## src/rtl/collector_pkg.sv

```systemverilog
// collector_pkg: shared FSM states, field widths and the saturating counter helper
// used by packet_collector and its statistics block.
package collector_pkg;
    typedef enum logic [1:0] {IDLE, COLLECT, DROP} coll_state_t;
    localparam int PORTW = 4;
    localparam int WORDW = 8;
    // Increments v, holding at 2^w-1 for a w-bit counter.
    function automatic logic [31:0] sat_inc(input logic [31:0] v, input int w);
        return (v == (32'd1 << w) - 32'd1) ? v : v + 32'd1;
    endfunction
endpackage

```

## src/rtl/packet_collector_if.sv

```systemverilog
// packet_collector_if: serial payload input, assembled-word output and statistics
// read port of the packet collector.
interface packet_collector_if #(parameter int CNTW = 8);
    import collector_pkg::*;
    logic             sin;
    logic             outvalid;
    logic             error;
    logic [PORTW-1:0] p;
    logic [WORDW-1:0] word_out;
    logic [PORTW-1:0] word_port;
    logic             word_valid;
    logic             word_partial;
    logic             frame_done;
    logic             frame_err;
    logic [PORTW-1:0] rd_port;
    logic [CNTW-1:0]  rd_words;
    logic [CNTW-1:0]  err_count;
    modport master (
        output sin, outvalid, error, p, rd_port,
        input  word_out, word_port, word_valid, word_partial, frame_done, frame_err,
               rd_words, err_count
    );
    modport slave (
        input  sin, outvalid, error, p, rd_port,
        output word_out, word_port, word_valid, word_partial, frame_done, frame_err,
               rd_words, err_count
    );
endinterface

```

## src/rtl/port_stats.sv

```systemverilog
// port_stats: per-port saturating word counters with a combinational read mux.
module port_stats import collector_pkg::*; #(
    parameter int NPORTS = 16,
    parameter int CNTW   = 8
) (
    input  logic             clk,
    input  logic             rst,
    input  logic             inc,
    input  logic [PORTW-1:0] inc_idx,
    input  logic [PORTW-1:0] rd_idx,
    output logic [CNTW-1:0]  rd_cnt
);
    logic [CNTW-1:0] cnt [NPORTS];
    always_ff @(posedge clk)
        if (rst)
            for (int i = 0; i < NPORTS; i++) cnt[i] <= '0;
        else if (inc)
            cnt[inc_idx] <= CNTW'(sat_inc(32'(cnt[inc_idx]), CNTW));
    assign rd_cnt = cnt[rd_idx];
endmodule

```

## src/rtl/packet_collector.sv

```systemverilog
// packet_collector: packs the controller's serial payload MSB-first into port-tagged
// 8-bit words, flushing a zero-padded partial word at frame end; counts words and drops.
module packet_collector import collector_pkg::*; #(
    parameter int NPORTS = 16,
    parameter int CNTW   = 8
) (
    input logic clk,
    input logic rst,
    packet_collector_if.slave bus
);
    coll_state_t      state, state_n;
    logic [WORDW-1:0] sr, sr_n, shifted, emit_word;
    logic [2:0]       cnt, cnt_n;
    logic [PORTW-1:0] port_r, port_n;
    logic             emit, partial, done, ferr;
    logic [CNTW-1:0]  err_cnt;
    assign shifted = {sr[WORDW-2:0], bus.sin};
    always_comb begin
        state_n   = state;
        sr_n      = sr;
        cnt_n     = cnt;
        port_n    = port_r;
        emit      = 1'b0;
        partial   = 1'b0;
        done      = 1'b0;
        ferr      = 1'b0;
        // Left-justify the k collected bits for a flush; k = 0 shifts everything out.
        emit_word = sr << (4'(WORDW) - {1'b0, cnt});
        case (state)
            IDLE:
                if (bus.outvalid && bus.error) begin
                    state_n = DROP;
                    ferr    = 1'b1;
                end else if (bus.outvalid) begin
                    state_n = COLLECT;
                    port_n  = bus.p;
                    sr_n    = {{(WORDW-1){1'b0}}, bus.sin};
                    cnt_n   = 3'd1;
                end
            COLLECT:
                if (bus.error) begin
                    state_n = DROP;
                    ferr    = 1'b1;
                    sr_n    = '0;
                    cnt_n   = '0;
                end else if (bus.outvalid) begin
                    sr_n      = shifted;
                    cnt_n     = cnt + 3'd1;
                    emit      = cnt == 3'd7;
                    emit_word = cnt == 3'd7 ? shifted : emit_word;
                end else begin
                    state_n = IDLE;
                    done    = 1'b1;
                    emit    = cnt != 3'd0;
                    partial = cnt != 3'd0;
                    sr_n    = '0;
                    cnt_n   = '0;
                end
            DROP:
                state_n = (!bus.outvalid && !bus.error) ? IDLE : DROP;
            default:
                state_n = IDLE;
        endcase
    end
    always_ff @(posedge clk) begin
        if (rst) begin
            state            <= IDLE;
            sr               <= '0;
            cnt              <= '0;
            port_r           <= '0;
            err_cnt          <= '0;
            bus.word_out     <= '0;
            bus.word_port    <= '0;
            bus.word_valid   <= 1'b0;
            bus.word_partial <= 1'b0;
            bus.frame_done   <= 1'b0;
            bus.frame_err    <= 1'b0;
        end else begin
            state            <= state_n;
            sr               <= sr_n;
            cnt              <= cnt_n;
            port_r           <= port_n;
            bus.word_valid   <= emit;
            bus.word_partial <= partial;
            bus.frame_done   <= done;
            bus.frame_err    <= ferr;
            if (emit) begin
                bus.word_out  <= emit_word;
                bus.word_port <= port_r;
            end
            if (ferr) err_cnt <= CNTW'(sat_inc(32'(err_cnt), CNTW));
        end
    end
    assign bus.err_count = err_cnt;
    port_stats #(.NPORTS(NPORTS), .CNTW(CNTW)) u_stats (
        .clk     (clk),
        .rst     (rst),
        .inc     (emit),
        .inc_idx (port_r),
        .rd_idx  (bus.rd_port),
        .rd_cnt  (bus.rd_words)
    );
endmodule

```

## src/flat_wrapper.sv

```systemverilog
// flat-port wrapper written by rule: the top's interface ports become plain ports
module packet_collector_flat import collector_pkg::*;
#(
    parameter int NPORTS = 16,
    parameter int CNTW   = 8
)
  (clk, rst, bus_sin, bus_outvalid, bus_error, bus_p, bus_rd_port, bus_word_out, bus_word_port, bus_word_valid, bus_word_partial, bus_frame_done, bus_frame_err, bus_rd_words, bus_err_count);
  packet_collector_if #(.CNTW(CNTW)) bus_i ();
  input logic clk;
  input logic rst;
  input wire logic [$bits(bus_i.sin)-1:0] bus_sin;
  input wire logic [$bits(bus_i.outvalid)-1:0] bus_outvalid;
  input wire logic [$bits(bus_i.error)-1:0] bus_error;
  input wire logic [$bits(bus_i.p)-1:0] bus_p;
  input wire logic [$bits(bus_i.rd_port)-1:0] bus_rd_port;
  output wire logic [$bits(bus_i.word_out)-1:0] bus_word_out;
  output wire logic [$bits(bus_i.word_port)-1:0] bus_word_port;
  output wire logic [$bits(bus_i.word_valid)-1:0] bus_word_valid;
  output wire logic [$bits(bus_i.word_partial)-1:0] bus_word_partial;
  output wire logic [$bits(bus_i.frame_done)-1:0] bus_frame_done;
  output wire logic [$bits(bus_i.frame_err)-1:0] bus_frame_err;
  output wire logic [$bits(bus_i.rd_words)-1:0] bus_rd_words;
  output wire logic [$bits(bus_i.err_count)-1:0] bus_err_count;
  assign bus_i.sin = bus_sin;
  assign bus_i.outvalid = bus_outvalid;
  assign bus_i.error = bus_error;
  assign bus_i.p = bus_p;
  assign bus_i.rd_port = bus_rd_port;
  assign bus_word_out = bus_i.word_out;
  assign bus_word_port = bus_i.word_port;
  assign bus_word_valid = bus_i.word_valid;
  assign bus_word_partial = bus_i.word_partial;
  assign bus_frame_done = bus_i.frame_done;
  assign bus_frame_err = bus_i.frame_err;
  assign bus_rd_words = bus_i.rd_words;
  assign bus_err_count = bus_i.err_count;
  packet_collector #(.NPORTS(NPORTS), .CNTW(CNTW)) u_core (.clk(clk), .rst(rst), .bus(bus_i));
endmodule
```

## config.mk

```make
export PLATFORM = sky130hd
export DESIGN_NAME = packet_collector_flat
export DESIGN_NICKNAME = d
export VERILOG_FILES = /design/src/rtl/collector_pkg.sv /design/src/rtl/packet_collector_if.sv /design/src/rtl/port_stats.sv /design/src/rtl/packet_collector.sv /design/src/flat_wrapper.sv
export SDC_FILE = /design/constraint.sdc
export NUM_CORES = 1
export LEC_CHECK = 0
export CORE_MARGIN = 1
export CORE_UTILIZATION = 60
export CTS_CLUSTER_DIAMETER = 40
export DETAILED_ROUTE_END_ITERATION = 16
export GPL_TIMING_DRIVEN = 0
export PLACE_DENSITY = 0.87
export SETUP_SLACK_MARGIN = 0.4
export SYNTH_ARGS = -nofsm -noshare
export SYNTH_HDL_FRONTEND = slang
export SYNTH_SLANG_ARGS = --single-unit
```

## constraint.sdc

```tcl
create_clock -name clk -period 4.22 [get_ports clk]
set_clock_uncertainty 0.1 [all_clocks]
set_input_delay 0.844 -clock clk [delete_from_list [all_inputs] [get_ports clk]]
set_output_delay 0.844 -clock clk [all_outputs]
set_load 0.02 [all_outputs]
```

==> flow_metrics.tcl <==
set metrics [dict create \
    synth_edf_count 128 \
    cp-end-kind "flip-flop" \
    reg2regPathDepth 13 \
    crit_type "reg -> reg" \
    hold_ws_ns 0.368 \
    crit_chain "clkbuf_2 -> buf_2 -> inv_1 -> ha_1 -> ha_1 -> nor2_1 -> a21oi_1 -> or3_1 -> buf_2 -> nor4b_4 -> buf_4 -> nand3_4 -> nand2b_4" \
    syn_inst 675 \
    final_area_um2 10300 \
    worstMarginPinSlew_ns 0.849 \
    grt_start_max_net_pins 17 \
    rsz0062_at_grt "false" \
    start_util 0.624 \
    ctsLongestPathBuffers 2 \
    clock_latency_ns 0.44 \
    post-route-min-period_ns 3.70 \
    layout-drive-gt1-share 0.261 \
    wl_um 25300 \
    cts-root-buf "clkbuf_16" \
    final_util 0.730 \
    die_h_um 123 \
    io_pins 45 \
    synth_nets 694 \
    period_share 0.877 \
    h-tree-depth 4 \
    netlist_area_um2 8800 \
    wl_met2_um 12300 \
    dpl.hpwl_um 16400 \
    yosysSeqAreaShare 0.539 \
    worst-path-stages 13 \
    power.total_mw 4.02 \
    grt_pass1_vias 6571 \
    cp_slowest_stage_delay_ns 0.46 \
    setup_viol 0 \
    p_leak_nw 3.49 \
    ys_seq_elements 173 \
    via_count 6572 \
    rows 43 \
    syn2layout_area_growth_pct 17.0 \
    critPathSlowestCell "nor4b_4" \
    p_per_area_nw_per_um2 390 \
    hold_viol 0 \
    grt.total_usage 0.357 \
    cts.reportedPaths.clkPinSlew_ns 0.07 \
    yosys.area.top_type_share 0.437 \
    avgViaCountPerCell 7.06 \
    avgSynthCellArea_um2 13.0 \
    fmax_mhz 270 \
    cp_num_buf_inv 5 \
    register_area_um2 4740 \
    arrival_ns 3.72 \
    synth_cell_types 52 \
    die-area_um2 15100 \
    r2r_end "u_core.u_stats.cnt[13][7]$_SDFFCE_PN0P_" \
    crit_fanout 10 \
    n_antenna_cell 0 \
    stdcell_count 931 \
    drv_cap 0 \
    slew_headroom 0.434 \
    r2r_slack_ns 0.52 \
    placed_area_um2 9430 \
    grt_pass1_wl_um 37700 \
    path_delay_family "simple AND/OR/NAND/NOR gates" \
    synthTopCellsByArea "edfxtp_1, mux4_2, dfxtp_1" \
    cts_tree "done" \
    yosysTopAreaCell "edfxtp_1" \
    drtPass1Iterations 6 \
    hp-class "reg -> reg" \
    wl_per_cell_um 27.1 \
    yosysWarnings 0 \
    antenna_found_initial 0 \
    ant_nets 0 \
    crit_start "u_core.cnt[0]$_SDFFE_PP0P_" \
    finalNetCount 757 \
    core_um2 14100 \
    ys_async_sr_fraction 0 \
    wl_met1_um 8540 \
    crit_path_end "u_core.u_stats.cnt[13][7]$_SDFFCE_PN0P_" \
    cts_buffers 17 \
    gp_congestion 0.920 \
    die_w_um 123 \
    drt_iter0_markers 1010 \
    finalMaxSlewViolations 0 \
    start_kind "flip-flop" \
    grt_overflow 0 \
    status "complete, no violations" \
    port_buffers 41 \
    r2r_start "u_core.cnt[0]$_SDFFE_PP0P_" \
    vdd_ir_drop_max_v 0.000345 \
    multiInputGateArea_um2 3960 \
    clock-sinks 173 \
    dr_wl_met3_um 2960 \
    worst_ep_required_time_ns 4.25 \
    num-fill-cells 843 \
    topRoutingLayerUsed "met4" \
    drc 0 \
    dp_cells 896 \
    yosys_most_used_dff "edfxtp_1" \
]
## final cells by class
cell class,count,share of cell area
Clock inverter,14,0.0164
Multi-Input combinational cell,448,0.385
Tap cell,180,0.0219
Clock buffer,18,0.0417
Sequential cell,173,0.461
Timing Repair Buffer,44,0.0417
Inverter,5,0.00182
Buffer,49,0.0306
## where the power goes
group / total (mW) / internal (mW) / switching (mW)
Combinational: 0.489 / 0.197 / 0.292
Sequential: 1.90 / 1.87 / 0.0342
Clock: 1.62 / 0.932 / 0.692
## worst min path at each step
stage | slack (ns) | end | depth (start not counted) | from
after global routing | 0.40 | u_core.bus.word_port[3]$_SDFFE_PP0P_ | 2 | u_core.bus.word_port[3]$_SDFFE_PP0P_
after floorplan | 0.37 | u_core.bus.word_port[2]$_SDFFE_PP0P_ | 2 | u_core.port_r[2]$_SDFFE_PP0P_
after CTS | 0.37 | u_core.bus.word_port[2]$_SDFFE_PP0P_ | 2 | u_core.bus.word_port[2]$_SDFFE_PP0P_
final | 0.37 | u_core.bus.word_port[2]$_SDFFE_PP0P_ | 2 | u_core.bus.word_port[2]$_SDFFE_PP0P_
after detailed placement | 0.35 | u_core.bus.word_port[2]$_SDFFE_PP0P_ | 2 | u_core.bus.word_port[2]$_SDFFE_PP0P_
after global placement | 0.35 | u_core.bus.word_port[3]$_SDFFE_PP0P_ | 2 | u_core.bus.word_port[3]$_SDFFE_PP0P_
## metal layers
metal  track usage  vias up
li1              -     2669
met1         0.438     3161
met2         0.568      606
met3        0.0923      136
met4         0.226        0
met5             0        -
## tightest hold or removal path, stage by stage (launching register included)
cell	delay, ns
dfxtp_1	0.31
nand2_1	0.05
a21oi_1	0.06
## cells in the mapped netlist, types with 4 or more instances
library cell / instances
nor2_1: 158
inv_1: 5
buf_4: 4
nor3_1: 10
mux2i_1: 7
nand3_1: 8
ha_1: 6
a21oi_1: 19
clkbuf_1: 27
buf_6: 5
or3_1: 4
nand2b_1: 19
nor2b_1: 6
edfxtp_1: 128
mux2i_4: 4
dfxtp_1: 45
nand2_1: 37
o21ai_0: 11
nor2_2: 11
a22oi_1: 24
nor4_1: 4
buf_1: 7
nand4_1: 4
buf_2: 5
mux4_2: 77
## logic make-up (layout without fill, tap and decap cells)
| group | Yosys count | after routing | synth area share |
|---|---|---|---|
| AO/OA/AOI/OAI | 69 | 69 | 0.0533 |
| XOR/XNOR | 6 | 6 | 0.00896 |
| adder cells (fa/ha/maj) | 6 | 6 | 0.00853 |
| buffers and inverters | 54 | 130 | 0.0299 |
| flip-flops | 173 | 173 | 0.539 |
| multiplexers | 88 | 88 | 0.215 |
| AND/OR/NAND/NOR | 279 | 279 | 0.145 |
## registers in the layout, indices dropped and copies added, names as in the netlist, 2 cells and up, named ones only
signal                flops
u_core.u_stats.cnt      128
u_core.bus.err_count      8
u_core.bus.word_out       8
u_core.sr                 8
u_core.bus.word_port      4
u_core.port_r             4
u_core.cnt                3
u_core.state              2
## cell usage in the layout, fill, tap and decap left out, drive strengths merged, types with 6 or more instances in the layout
cell type,instances
nand2,39
dlygate4sd2,7
nand3,9
dfxtp,45
edfxtp,128
nor2,170
inv,7
o21ai,13
nor3,10
ha,6
mux2i,11
clkdlybuf4s50,32
nand2b,19
clkinv,6
a22oi,25
nor2b,6
mux4,77
a21oi,19
clkbuf,45
buf,25
## what timing repair did
| action | in CTS | in global routing |
|---|---|---|
| setup endpoints to repair | 222 | 196 |
| hold buffers | 0 | 0 |
| cloned | 0 | 0 |
| pin swaps | 0 | 1 |
| setup buffers | 0 | 3 |
| resized for setup | 76 | 15 |
## through the flow
step / setup WS, ns / TNS, ns
2_1_floorplan: 0.573 / 0
3_3_place_gp: -0.451 / -22.28
3_5_place_dp: -0.529 / -27.08
4_1_cts: 0.310 / 0
5_1_grt: 0.352 / 0
6_report: 0.521 / 0
Power figures use the tool's default switching activity.
